`config.mk`:
```
export PLATFORM = sky130hd
export DESIGN_NAME = seq_divider
export DESIGN_NICKNAME = d
export VERILOG_FILES = /design/src/rtl/seq_divider.sv
export SDC_FILE = /design/constraint.sdc
export NUM_CORES = 1
export LEC_CHECK = 0
export BUFFER_PORTS_ARGS = -buffer_cell sky130_fd_sc_hd__buf_4
export CAP_MARGIN = 10
export CELL_PAD_IN_SITES_DETAIL_PLACEMENT = 1
export CELL_PAD_IN_SITES_GLOBAL_PLACEMENT = 1
export CORE_ASPECT_RATIO = 1.25
export CORE_MARGIN = 2
export CORE_UTILIZATION = 46
export DETAILED_ROUTE_END_ITERATION = 7
export PLACE_DENSITY_LB_ADDON = 0.15
export SLEW_MARGIN = 20
export SYNTH_ARGS = -nofsm -noshare
export SYNTH_HDL_FRONTEND = slang
export SYNTH_SLANG_ARGS = --single-unit
```
`constraint.sdc`:
```
create_clock -name clk -period 3.6 [get_ports clk]
set_input_delay 0.72 -clock clk [delete_from_list [all_inputs] [get_ports clk]]
set_output_delay 0.72 -clock clk [all_outputs]
set_load 0.01 [all_outputs]
```
`src/rtl/seq_divider.sv`:
```
// Multi-cycle unsigned restoring divider.
// Accepts a dividend/divisor pair on an accepted start and produces one
// quotient bit per clock. It returns quotient and remainder together with a
// single-cycle done pulse. A zero divisor finishes after one cycle with
// q = all ones, r = dividend and div_zero set.
module seq_divider #(
  parameter int WIDTH = 6
) (
  input  logic             clk,
  input  logic             rst_n,
  input  logic             start,
  input  logic [WIDTH-1:0] a,
  input  logic [WIDTH-1:0] b,
  output logic [WIDTH-1:0] q,
  output logic [WIDTH-1:0] r,
  output logic             busy,
  output logic             done,
  output logic             div_zero
);

  localparam int CW = $clog2(WIDTH + 1);

  typedef enum logic {IDLE, CALC} state_t;

  state_t           state_q, state_d;
  logic [WIDTH-1:0] rem_q, rem_d;   // partial remainder
  logic [WIDTH-1:0] dvd_q, dvd_d;   // dividend shifts out, quotient bits shift in
  logic [WIDTH-1:0] b_q, b_d;       // latched divisor
  logic [CW-1:0]    cnt_q, cnt_d;   // iterations left
  logic [WIDTH-1:0] q_q, q_d;
  logic [WIDTH-1:0] r_q, r_d;
  logic             busy_q, busy_d;
  logic             done_q, done_d;
  logic             dz_q, dz_d;

  logic [WIDTH:0]   shifted;        // {rem, next dividend bit}
  logic [WIDTH+1:0] trial;          // shifted - b, MSB is the borrow
  logic             qbit;
  logic [WIDTH-1:0] rem_next;
  logic [WIDTH-1:0] dvd_next;

  // One restoring step: shift, trial-subtract, keep the difference if no borrow.
  always_comb begin
    shifted  = {rem_q, dvd_q[WIDTH-1]};
    trial    = {1'b0, shifted} - {2'b00, b_q};
    qbit     = ~trial[WIDTH+1];
    rem_next = qbit ? trial[WIDTH-1:0] : shifted[WIDTH-1:0];
    dvd_next = {dvd_q[WIDTH-2:0], qbit};
  end

  // Next-state and output computation for the IDLE/CALC controller.
  always_comb begin
    // NOTE: every signal gets a default here so that no path leaves one
    // unassigned, which would otherwise infer a latch.
    state_d = state_q;
    rem_d   = rem_q;
    dvd_d   = dvd_q;
    b_d     = b_q;
    cnt_d   = cnt_q;
    q_d     = q_q;
    r_d     = r_q;
    busy_d  = busy_q;
    done_d  = 1'b0;
    dz_d    = dz_q;

    case (state_q)
      IDLE: begin
        if (start) begin
          b_d     = b;
          dvd_d   = a;
          rem_d   = '0;
          cnt_d   = CW'(WIDTH);
          busy_d  = 1'b1;
          state_d = CALC;
        end
      end
      CALC: begin
        if (b_q == '0) begin
          // Divide by zero: report all-ones quotient and the dividend as remainder.
          q_d     = '1;
          r_d     = dvd_q;
          dz_d    = 1'b1;
          done_d  = 1'b1;
          busy_d  = 1'b0;
          state_d = IDLE;
        end else begin
          rem_d = rem_next;
          dvd_d = dvd_next;
          cnt_d = cnt_q - 1'b1;
          if (cnt_q == CW'(1)) begin
            q_d     = dvd_next;
            r_d     = rem_next;
            dz_d    = 1'b0;
            done_d  = 1'b1;
            busy_d  = 1'b0;
            state_d = IDLE;
          end
        end
      end
      default: state_d = IDLE;
    endcase
  end

  // State and result registers; reset discards any partial result.
  always_ff @(posedge clk or negedge rst_n) begin
    // NOTE: every register, working state included, is cleared on reset, so
    // no stale operand or partial remainder survives an abort.
    if (!rst_n) begin
      state_q <= IDLE;
      rem_q   <= '0;
      dvd_q   <= '0;
      b_q     <= '0;
      cnt_q   <= '0;
      q_q     <= '0;
      r_q     <= '0;
      busy_q  <= 1'b0;
      done_q  <= 1'b0;
      dz_q    <= 1'b0;
    end else begin
      // NOTE: non-blocking assignments let all flops update from the same
      // pre-edge values, with no ordering dependence between them.
      state_q <= state_d;
      rem_q   <= rem_d;
      dvd_q   <= dvd_d;
      b_q     <= b_d;
      cnt_q   <= cnt_d;
      q_q     <= q_d;
      r_q     <= r_d;
      busy_q  <= busy_d;
      done_q  <= done_d;
      dz_q    <= dz_d;
    end
  end

  assign q        = q_q;
  assign r        = r_q;
  assign busy     = busy_q;
  assign done     = done_q;
  assign div_zero = dz_q;

endmodule

```
==> insert_results.sql, run 1 <==
INSERT INTO impl_metrics (metric_group, metric, value, unit) VALUES
('sta', 'final.period_utilization', '0.627', ''),
('detailed_routing', 'detail_route.wirelength', '4300', 'um'),
('critical_path', 'setup.worst_path.class', 'flip-flop to flip-flop', ''),
('clock_network', 'cts_setup_buffers', '0', ''),
('sta', 'timing.clock.skew', '7.36', 'ps'),
('yosys', 'post_synth_inst_count', '174', ''),
('power_and_ir_drop', 'p_leak', '1.00', 'nW'),
('yosys', 'postSynth.topFlopCell', 'dfrtp_1', ''),
('grt', 'grt_first_pass_wirelength', '7090', 'um'),
('yosys', 'post-synth-top-area-fraction', '0.516', ''),
('placement', 'routabilityCongestion', '0.833', ''),
('floorplan', 'floorplan.initialDensity', '0.478', ''),
('yosys', 'synth-xor-area-share', '0.0195', ''),
('outcome', 'status', 'complete, no violations', ''),
('sta', 'final_critical_path_setup_slack', '1340', 'ps'),
('clock_network', 'clock_sink_count', '37', ''),
('detailed_routing', 'route.detailed.drc', '0', ''),
('yosys', 'postSynthAreaPerCell', '10.3', 'um^2'),
('power_and_ir_drop', 'power.density_cell_area', '1060', 'nW/um^2'),
('finish', 'fin_nets', '229', ''),
('clock_network', 'post_cts_hold_buffers', '0', ''),
('power_and_ir_drop', 'totalPowerFinal', '0.00226', 'W'),
('finish', 'layout-drive-gt1-share', '0.209', ''),
('yosys', 'synth.ff_latch_count', '37', ''),
('critical_path', 'arrival', '2470', 'ps'),
('sta', 'relSlewSlack', '0.497', ''),
('sta', 'max_transition_viols_final', '0', ''),
('power_and_ir_drop', 'peakVddDrop', '0.000421', 'V'),
('grt', 'antenna_found_initial', '0', ''),
('floorplan', 'die_width', '59.9', 'um'),
('sta', 'post-route-min-period', '2260', 'ps'),
('sta', 'grt_setup_unrepaired', 'false', ''),
('floorplan', 'placeableCoreArea', '3750', 'um^2'),
('detailed_routing', 'routed-via-count', '1404', ''),
('critical_path', 'worstSetupStartpointType', 'flip-flop', ''),
('yosys', 'post_synth_fa_ha_maj_area_fraction', '0.0669', ''),
('grt', 'vias_in_the_first_global_route', '1479', ''),
('clock_network', 'cts_inserted_buffers', '5', ''),
('clock_network', 'cts_tree', 'yes', ''),
('clock_network', 'clock_latency', '290', 'ps'),
('clock_network', 'cts.root.buffer_cell', 'clkbuf_8', ''),
('yosys', 'yosys-mux-area-fraction', '0.0614', ''),
('finish', 'area_growth_syn_to_layout', '18.5', '%'),
('yosys', 'syn_area', '1790', 'um^2'),
('sta', 'timing.fmax', '443', 'MHz'),
('placement', 'placed_area', '2040', 'um^2'),
('yosys', 'edff_count_synth', '0', ''),
('detailed_routing', 'routedWlPerCell', '17.5', 'um'),
('yosys', 'mappedNetlistNets', '198', ''),
('critical_path', 'path_max_fanout', '7', ''),
('yosys', 'synth.lib_cells_used.distinct', '36', ''),
('floorplan', 'chipHeight', '73.8', 'um'),
('yosys', 'synth_top_cells_by_count', 'dfrtp_1 (37), nand2_1 (28), o21ai_0 (14), o21ai_1 (11)', ''),
('clock_network', 'cts_buffer_depth', '2', ''),
('yosys', 'async_flop_share', '1.00', ''),
('critical_path', 'timing.critical_path.to_type', 'flip-flop', ''),
('sta', 'max_slew.worst_pin.slew', '752', 'ps'),
('clock_network', 'worst_setup_hold_path_clk_slew', '80', 'ps'),
('yosys', 'synthDominantAreaCellType', 'dfrtp_1', ''),
('placement', 'io_buffers', '29', ''),
('clock_network', 'htree_levels', '2', ''),
('sta', 'report.final.setup_viol', '0', ''),
('yosys', 'ys_seq_area_frac', '0.516', ''),
('detailed_routing', 'drt_pass1_iterations', '4', ''),
('clock_network', 'post_cts_resized', '0', ''),
('yosys', 'cell_with_the_most_instances_after_synthesis', 'dfrtp_1', ''),
('sta', 'finalHoldViolations', '0', ''),
('grt', 'grt.total_usage', '0.224', ''),
('detailed_routing', 'drt-initial-drc-count', '40', ''),
('yosys', 'cell_types_occupying_the_most_area_after_synthesis', 'dfrtp_1 (52%), nand2_1 (5.9%), ha_1 (5.6%)', ''),
('floorplan', 'die_area', '4420', 'um^2');
[layout by cell type (no fill, tap or decap), types with 2 or more instances in the layout]
cell,synthesis,final
nor2_1,9,9
mux2_4,2,2
a21o_1,2,2
a22oi_1,5,5
o21ai_1,11,11
dfrtp_1,37,37
o22a_1,5,5
nor2b_1,2,2
nand2_1,28,28
nand3_1,2,2
inv_1,9,9
clkinv_2,0,2
nand2b_1,3,3
xor2_1,3,3
a21oi_1,5,5
clkbuf_8,0,5
mux2i_1,8,8
ha_1,8,8
o21ai_0,14,14
buf_4,0,29
[routing by layer]
| metal | vias up | GRT usage | wire [um] |
|---|---|---|---|
| li1 | 668 | - | - |
| met1 | 696 | 0.241 | 1790 |
| met2 | 33 | 0.406 | 2300 |
| met3 | 7 | 0.0475 | 137 |
| met4 | 0 | 0.106 | 77 |
| met5 | - | 0 | 0 |
[through the flow]
stage	instances	hold slack (ps)	util
after floorplan	174	424	-
after global placement	238	461	0.544
after detailed placement	238	479	0.544
after CTS	246	391	0.567
after global routing	246	397	0.567
final	246	374	0.567
[cell type report]
class,instances,area [um^2],area share
flip-flops and latches,37,926,0.435
clock inverters,3,17.5,0.00824
inverters,10,37.5,0.0176
well taps,40,50.0,0.0235
clock buffers,5,68.8,0.0324
repair buffers,29,218,0.102
multi-input cells,122,810,0.381
[worst max-delay path, cell delays in order, from the launching register on]
cell	delay (ps)
dfrtp_1	400
ha_1	380
a21o_1	210
a211o_1	330
a41oi_4	360
mux2_4	350
o21ai_1	150
[cells by family after synthesis]
kind of cell,count (synthesis)
AO/OA/AOI/OAI,50
XOR/XNOR,4
adder cells (fa/ha/maj),9
buffers and inverters,15
flip-flops,37
multiplexers,10
AND/OR/NAND/NOR,49
[registers in the layout (all words and copies together), names as in the netlist]
register	count
busy	1
r	6
cnt_q	3
rem_q	6
div_zero	1
state_q	1
done	1
dvd_q	6
b_q	6
q	6
[where the power goes]
group	switching (W)	leakage, nW	internal [W]
Combinational	0.000642	0.523	0.000537
Sequential	0.000177	0.437	0.000618
Clock	0.000155	0.0439	0.000134
Total	0.000974	1.00	0.00129
[final timing paths]
path	from	endpoint	slack [ps]	cells past startpoint
min in group clk	div_zero	div_zero	490	2
max reg2reg	rem_q[3]	rem_q[1]	1340	6
min	rst_n	q[1]	370	1
max in group asynchronous	rst_n	dvd_q[2]	2890	1
min reg2reg	div_zero	div_zero	490	2
max	rem_q[3]	rem_q[1]	1340	6
Power figures use the tool's default switching activity.
==> run 2, diff against run 1 <==
Settings changed: ABC_AREA set to 1, CORE_UTILIZATION 46 to 38.
Clock period 3.6 ns to 2.05 ns, I/O delays scaled along.
==> insert_results.sql, run 2 <==
INSERT INTO impl_metrics (metric_group, metric, value, unit) VALUES
('clock_network', 'cts_setup_buffers', '0', ''),
('finish', 'area_growth_syn_to_layout', '20.0', '%'),
('yosys', 'synth_top_cells_by_count', 'nand2_1 (62), dfrtp_1 (37), inv_1 (26), nor2_1 (21), nand3_1 (17)', ''),
('finish', 'layout.cells.most_common_list', 'nand2_1 (62), dfrtp_1 (37), buf_4 (30)', ''),
('floorplan', 'io_pins', '30', ''),
('sta', 'relSlewSlack', '0.607', ''),
('critical_path', 'crit_path_cells', 'inv_1, ha_1, fa_1, nand3b_1, nand2_1, xor2_1, nand2_1, nand2_1, nand2_1, nand2_1', ''),
('clock_network', 'cts.root.buffer_cell', 'clkbuf_8', ''),
('finish', 'finish.cell_count_without_fillers', '334', ''),
('power_and_ir_drop', 'power.density_cell_area', '1810', 'nW/um^2'),
('grt', 'globalRouteOverflowTotal', '0', ''),
('placement', 'routabilityCongestion', '0.864', ''),
('critical_path', 'arrival', '2020', 'ps'),
('floorplan', 'rows', '29', ''),
('floorplan', 'chipHeight', '84.8', 'um'),
('clock_network', 'htree_levels', '2', ''),
('critical_path', 'worstPathBufferInverterCount', '1', ''),
('detailed_routing', 'detail_route.wirelength', '4910', 'um'),
('grt', 'vias_in_the_first_global_route', '1724', ''),
('critical_path', 'r2r-end', 'r[4]', ''),
('clock_network', 'cts_tree', 'yes', ''),
('grt', 'grt.total_usage', '0.184', ''),
('detailed_routing', 'route.detailed.drc', '0', ''),
('power_and_ir_drop', 'power.share.clock', '0.156', ''),
('floorplan', 'die_width', '68.7', 'um'),
('detailed_routing', 'drt-initial-drc-count', '57', ''),
('yosys', 'ys_seq_area_frac', '0.466', ''),
('power_and_ir_drop', 'p_int', '0.00239', 'W'),
('sta', 'timing.clock.skew', '5.53', 'ps'),
('critical_path', 'crit_path_top_delay_cell', 'fa_1', ''),
('clock_network', 'cts_inserted_buffers', '5', ''),
('yosys', 'synth.ff_latch_count', '37', ''),
('power_and_ir_drop', 'seq_power_share', '0.309', ''),
('grt', 'grt_first_pass_wirelength', '8070', 'um'),
('critical_path', 'ff2ff_path_depth', '10', ''),
('critical_path', 'timing.critical_path.to_type', 'flip-flop', ''),
('critical_path', 'reg2reg_slack', '260', 'ps'),
('finish', 'mostFrequentLayoutCell', 'nand2_1', ''),
('yosys', 'synthDominantAreaCellType', 'dfrtp_1', ''),
('finish', 'layout-drive-gt1-share', '0.228', ''),
('sta', 'report.final.setup_viol', '0', ''),
('sta', 'final.period_utilization', '0.871', ''),
('power_and_ir_drop', 'p_comb_frac', '0.536', ''),
('power_and_ir_drop', 'peakVddDrop', '0.000697', 'V'),
('yosys', 'mappedNetlistNets', '261', ''),
('yosys', 'yosys_warnings', '0', ''),
('yosys', 'async_flop_share', '1.00', ''),
('power_and_ir_drop', 'power_switching_share', '0.446', ''),
('yosys', 'postSynthAreaPerCell', '8.38', 'um^2'),
('detailed_routing', 'drt_pass1_iterations', '4', ''),
('finish', 'fin_nets', '295', ''),
('job', 'timing.max_cap.violations', '0', ''),
('yosys', 'cell_types_occupying_the_most_area_after_synthesis', 'dfrtp_1 (47%), nand2_1 (12%), ha_1 (5.0%)', ''),
('critical_path', 'path_max_fanout', '4', ''),
('yosys', 'postSynth.topFlopCell', 'dfrtp_1', ''),
('detailed_routing', 'routedWlPerCell', '14.7', 'um'),
('detailed_routing', 'routed-via-count', '1649', ''),
('clock_network', 'cts_buffer_depth', '2', ''),
('grt', 'antenna_found_initial', '0', ''),
('placement', 'io_buffers', '29', ''),
('sta', 'final.setup.tns', '0', 'ps'),
('floorplan', 'die_area', '5830', 'um^2'),
('sta', 'max_slew.worst_pin.slew', '590', 'ps'),
('yosys', 'syn_area', '1990', 'um^2'),
('yosys', 'post-synth-top-area-fraction', '0.466', ''),
('critical_path', 'worstSetupStartpointType', 'flip-flop', ''),
('sta', 'max_transition_viols_final', '0', ''),
('placement', 'dp_hpwl', '3750', 'um'),
('yosys', 'synth.lib_cells_used.distinct', '28', ''),
('yosys', 'post_synth_inst_count', '237', ''),
('yosys', 'edff_count_synth', '0', ''),
('detailed_routing', 'detail_route.vias_per_cell', '4.94', ''),
('clock_network', 'worst_setup_hold_path_clk_slew', '80', 'ps'),
('clock_network', 'clock_sink_count', '37', ''),
('placement', 'dp_cells', '326', ''),
('clock_network', 'post_cts_resized', '0', ''),
('detailed_routing', 'ant_nets', '0', ''),
('floorplan', 'placeableCoreArea', '5040', 'um^2'),
('critical_path', 'worst_path_most_repeated_cell', 'nand2_1', ''),
('placement', 'placed_area', '2260', 'um^2'),
('sta', 'finalHoldViolations', '0', ''),
('critical_path', 'critical_path.reg2reg.startpoint', 'dvd_q[5]', ''),
('power_and_ir_drop', 'p_leak', '1.26', 'nW'),
('critical_path', 'setup.worst_path.class', 'flip-flop to flip-flop', ''),
('critical_path', 'critical_path.top_delay_family', 'adder cells', ''),
('grt', 'largest_net_degree_at_the_start_of_global_routing', '38', ''),
('clock_network', 'post_cts_hold_buffers', '0', ''),
('clock_network', 'clock_latency', '290', 'ps'),
('critical_path', 'worst_path_largest_cell_delay', '400', 'ps'),
('floorplan', 'floorplan.initialDensity', '0.394', ''),
('power_and_ir_drop', 'netSwitchingPower', '0.00192', 'W'),
('outcome', 'status', 'complete, no violations', ''),
('finish', 'final_cell_area', '2380', 'um^2'),
('critical_path', 'worst-endpoint-required', '2280', 'ps'),
('worst_hold_path', 'holdCritPathClass', 'primary input to async pin', ''),
('sta', 'post-route-min-period', '1790', 'ps'),
('yosys', 'cell_with_the_most_instances_after_synthesis', 'nand2_1', ''),
('sta', 'timing.fmax', '560', 'MHz'),
('sta', 'grt_setup_unrepaired', 'false', ''),
('finish', 'antenna_cells', '0', '');
[run 2: cell count changes in the layout (fill, tap and decap cells not counted), moves of 8 or more]
cell,before,now
nand3_1,2,17
mux2i_1,8,0
nand2_1,28,62
a21oi_1,5,14
nor2_1,9,21
inv_1,9,26
[run 2: per-stage QoR]
step / total power (W) / setup slack (ps) / hold WS (ps) / util
after floorplan: 0.00299 / 456 / 114 / -
after global placement: 0.00364 / 266 / 407 / 0.449
after detailed placement: 0.00367 / 294 / 405 / 0.449
after CTS: 0.00438 / 253 / 86.6 / 0.473
after global routing: 0.00472 / 169 / 106 / 0.473
final: 0.00431 / 265 / 65.8 / 0.473
[run 2: routing by layer]
| metal | vias to the layer above | wire, um | GRT usage |
|---|---|---|---|
| li1 | 821 | - | - |
| met1 | 795 | 2150 | 0.225 |
| met2 | 28 | 2530 | 0.321 |
| met3 | 5 | 158 | 0.0252 |
| met4 | 0 | 72 | 0.0655 |
| met5 | - | 0 | 0 |
[run 2: worst max-delay path by stage]
stage / startpoint / end / slack (ps) / depth (start not counted)
detailed placement: dvd_q[5] / r[4] / 290 / 10
global placement: dvd_q[5] / r[4] / 270 / 10
finish: dvd_q[5] / r[4] / 260 / 10
floorplan: dvd_q[5] / r[4] / 460 / 10
global route: dvd_q[5] / r[4] / 170 / 10
CTS: dvd_q[5] / rem_q[4] / 250 / 10
[run 2: final cells by class]
cell class                      count  area, um^2
Clock buffer                        6        82.6
Clock inverter                      2        37.5
Fill cell                         636        2660
Inverter                           33         126
Multi-Input combinational cell    164         908
Sequential cell                    37         926
Tap cell                           62        77.6
Timing Repair Buffer               30         225
[run 2: kinds of logic after synthesis]
group                    share of synthesized area
multiplexers                               0.00567
AO/OA/AOI/OAI                                0.113
buffers and inverters                       0.0768
AND/OR/NAND/NOR                              0.264
flip-flops                                   0.466
adder cells (fa/ha/maj)                     0.0605
XOR/XNOR                                    0.0132
[run 2: power by group through the flow]
stage          registers [W]  logic [W]  clock network (W)
6_report             0.00133    0.00231           0.000670
5_1_grt              0.00138    0.00264           0.000706
4_1_cts              0.00134    0.00235           0.000688
3_5_place_dp         0.00135    0.00232                  0
3_3_place_gp         0.00133    0.00230                  0
2_1_floorplan        0.00133    0.00166                  0
==> run 3, diff against run 2 <==
Settings changed: ABC_AREA 1 to not set, CORE_UTILIZATION 38 to 39.
==> insert_results.sql, run 3 (synthesis results as in run 1) <==
INSERT INTO impl_metrics (metric_group, metric, value, unit) VALUES
('grt', 'largest_net_degree_at_the_start_of_global_routing', '38', ''),
('power_and_ir_drop', 'peakVddDrop', '0.000764', 'V'),
('floorplan', 'floorplan.initialDensity', '0.405', ''),
('detailed_routing', 'wl_met1', '1920', 'um'),
('sta', 'final_critical_path_setup_slack', '-47.4', 'ps'),
('sta', 'post-route-min-period', '2100', 'ps'),
('sta', 'report.final.setup_viol', '4', ''),
('sta', 'finalHoldViolations', '0', ''),
('finish', 'multi_input_area', '875', 'um^2'),
('grt', 'grt_first_pass_wirelength', '8140', 'um'),
('placement', 'io_buffers', '29', ''),
('clock_network', 'cts.root.buffer_cell', 'clkbuf_8', ''),
('detailed_routing', 'route.detailed.drc', '0', ''),
('clock_network', 'cts_buffer_depth', '2', ''),
('sta', 'final.period_utilization', '1.02', ''),
('detailed_routing', 'routedWlPerCell', '17.1', 'um'),
('finish', 'antenna_cells', '0', ''),
('floorplan', 'rows', '27', ''),
('floorplan', 'die_area', '5160', 'um^2'),
('detailed_routing', 'ant_nets', '0', ''),
('grt', 'vias_in_the_first_global_route', '1684', ''),
('grt', 'globalRouteOverflowTotal', '0', ''),
('detailed_routing', 'drt_pass1_iterations', '3', ''),
('detailed_routing', 'routed-via-count', '1506', ''),
('clock_network', 'clock_sink_count', '37', ''),
('finish', 'layout.cells.most_common_list', 'buf_4 (48), dfrtp_1 (37), nand2_1 (27)', ''),
('critical_path', 'r2r-end', 'r[1]', ''),
('clock_network', 'cts_tree', 'yes', ''),
('grt', 'grt.total_usage', '0.211', ''),
('job', 'timing.max_cap.violations', '0', ''),
('finish', 'area_growth_syn_to_layout', '34.4', '%'),
('sta', 'max_slew.worst_pin.slew', '773', 'ps'),
('sta', 'grt_setup_unrepaired', 'true', ''),
('finish', 'layout-drive-gt1-share', '0.332', ''),
('critical_path', 'setup.worst_path.class', 'flip-flop to flip-flop', ''),
('placement', 'routabilityCongestion', '0.718', ''),
('placement', 'pre_cts_ws', '-74.7', 'ps'),
('detailed_routing', 'detail_route.wirelength', '4850', 'um'),
('grt', 'antenna_found_initial', '0', ''),
('finish', 'num-fill-cells', '499', ''),
('outcome', 'failed_checks', 'negative setup slack', ''),
('outcome', 'status', 'finished, violations left', ''),
('detailed_routing', 'drt-initial-drc-count', '61', ''),
('worst_hold_path', 'holdCritPathClass', 'primary input to async pin', ''),
('clock_network', 'htree_levels', '2', ''),
('power_and_ir_drop', 'p_leak', '1.12', 'nW'),
('critical_path', 'crit_path_top_delay_cell', 'dfrtp_1', ''),
('critical_path', 'ff2ff_path_depth', '7', ''),
('sta', 'relSlewSlack', '0.484', ''),
('clock_network', 'clock_latency', '300', 'ps'),
('finish', 'seqCellArea', '926', 'um^2'),
('critical_path', 'worst-endpoint-required', '2270', 'ps'),
('detailed_routing', 'detail_route.vias_per_cell', '5.30', ''),
('floorplan', 'die_width', '64.7', 'um'),
('detailed_routing', 'dr_wl_met2', '2640', 'um'),
('critical_path', 'reg2reg_slack', '-50', 'ps'),
('finish', 'mostFrequentLayoutCell', 'buf_4', ''),
('critical_path', 'arrival', '2320', 'ps'),
('floorplan', 'io_pins', '30', ''),
('sta', 'timing.fmax', '477', 'MHz'),
('floorplan', 'chipHeight', '79.8', 'um'),
('floorplan', 'placeableCoreArea', '4430', 'um^2'),
('clock_network', 'worst_setup_hold_path_clk_slew', '80', 'ps'),
('critical_path', 'crit_path_cells', 'ha_4, a21o_1, a211o_1, a41oi_4, buf_12, mux2_4, o21ai_1', ''),
('detailed_routing', 'met3WireLength', '163', 'um'),
('sta', 'timing.clock.skew', '2.92', 'ps'),
('critical_path', 'timing.critical_path.to_type', 'flip-flop', ''),
('power_and_ir_drop', 'power.density_cell_area', '2010', 'nW/um^2'),
('sta', 'max_transition_viols_final', '0', ''),
('clock_network', 'cts_inserted_buffers', '5', ''),
('critical_path', 'worst_path_largest_cell_delay', '420', 'ps'),
('detailed_routing', 'topRoutingLayerUsed', 'met4', ''),
('finish', 'postLayoutCoreUtil', '0.545', ''),
('placement', 'dp_hpwl', '3430', 'um'),
('critical_path', 'path_max_fanout', '7', ''),
('critical_path', 'worstSetupStartpointType', 'flip-flop', ''),
('finish', 'fin_nets', '249', ''),
('critical_path', 'critical_path.reg2reg.startpoint', 'rem_q[3]', '');
==> run 3: changes by cell type in the layout (fill, tap and decap cells not counted), sizes merged, moves of 4 or more <==
cell and change:
a22oi +5, nor2 -14, nand2 -42, buf +19, o21ai +10, o211ai -4
inv -23, nand3 -16, o22a +5, mux2i +8, a21oi -9
==> run 3: timing repair <==
action	4_1_cts	5_1_grt
endpoints found under the setup margin	12	13
gates resized for setup	7	7
gates cloned	0	0
buffers inserted	4	2
pin swaps	1	2
hold buffers	0	0
==> run 3: worst max-delay path by stage <==
| stage | start | end | slack, ps | cells past startpoint |
|---|---|---|---|---|
| 6_report | rem_q[3] | r[1] | -50 | 7 |
| 5_1_grt | b_q[4] | r[1] | -110 | 8 |
| 4_1_cts | rem_q[4] | rem_q[1] | 4 | 6 |
| 3_5_place_dp | rem_q[1] | rem_q[5] | -70 | 6 |
| 3_3_place_gp | rem_q[1] | rem_q[5] | -5 | 6 |
| 2_1_floorplan | rem_q[3] | r[1] | 70 | 6 |
==> run 3: through the flow <==
| stage | TNS [ps] | total power [W] | cell area (um^2) | instances | hold slack, ps |
|---|---|---|---|---|---|
| 4_1_cts | 0 | 0.00469 | 2360 | 282 | 84.7 |
| 5_1_grt | -647 | 0.00521 | 2410 | 284 | 95.8 |
| 3_5_place_dp | -254 | 0.00378 | 2180 | 270 | 410 |
| 2_1_floorplan | 0 | 0.00287 | 1810 | 174 | 114 |
| 6_report | -89.9 | 0.00485 | 2410 | 284 | 66.1 |
| 3_3_place_gp | -5.05 | 0.00363 | 2180 | 270 | 394 |
==> run 3: final cells by class <==
cell class | instances | area share
inverters | 10 | 0.0156
flip-flops and latches | 37 | 0.384
clock buffers | 6 | 0.0343
multi-input cells | 122 | 0.363
clock inverters | 2 | 0.0156
repair buffers | 49 | 0.158
well taps | 58 | 0.0301
==> run 3: layer usage <==
layer / track usage / vias to the layer above
li1: - / 710
met2: 0.384 / 31
met1: 0.236 / 754
met4: 0.0936 / 0
met3: 0.0437 / 11
met5: 0 / -
==> run 3: power by group <==
group	internal, W	switching [W]
combinational	0.00139	0.00138
sequential	0.00109	0.000308
clock	0.000396	0.000286
==> run 3: critical path, delay by kind of cell (launching register included) <==
family          cells  cell delay, ps
compound gates      4             880
flops               1             420
mux                 1             310
fa+ha+maj           1             260
buf+inv             1             160
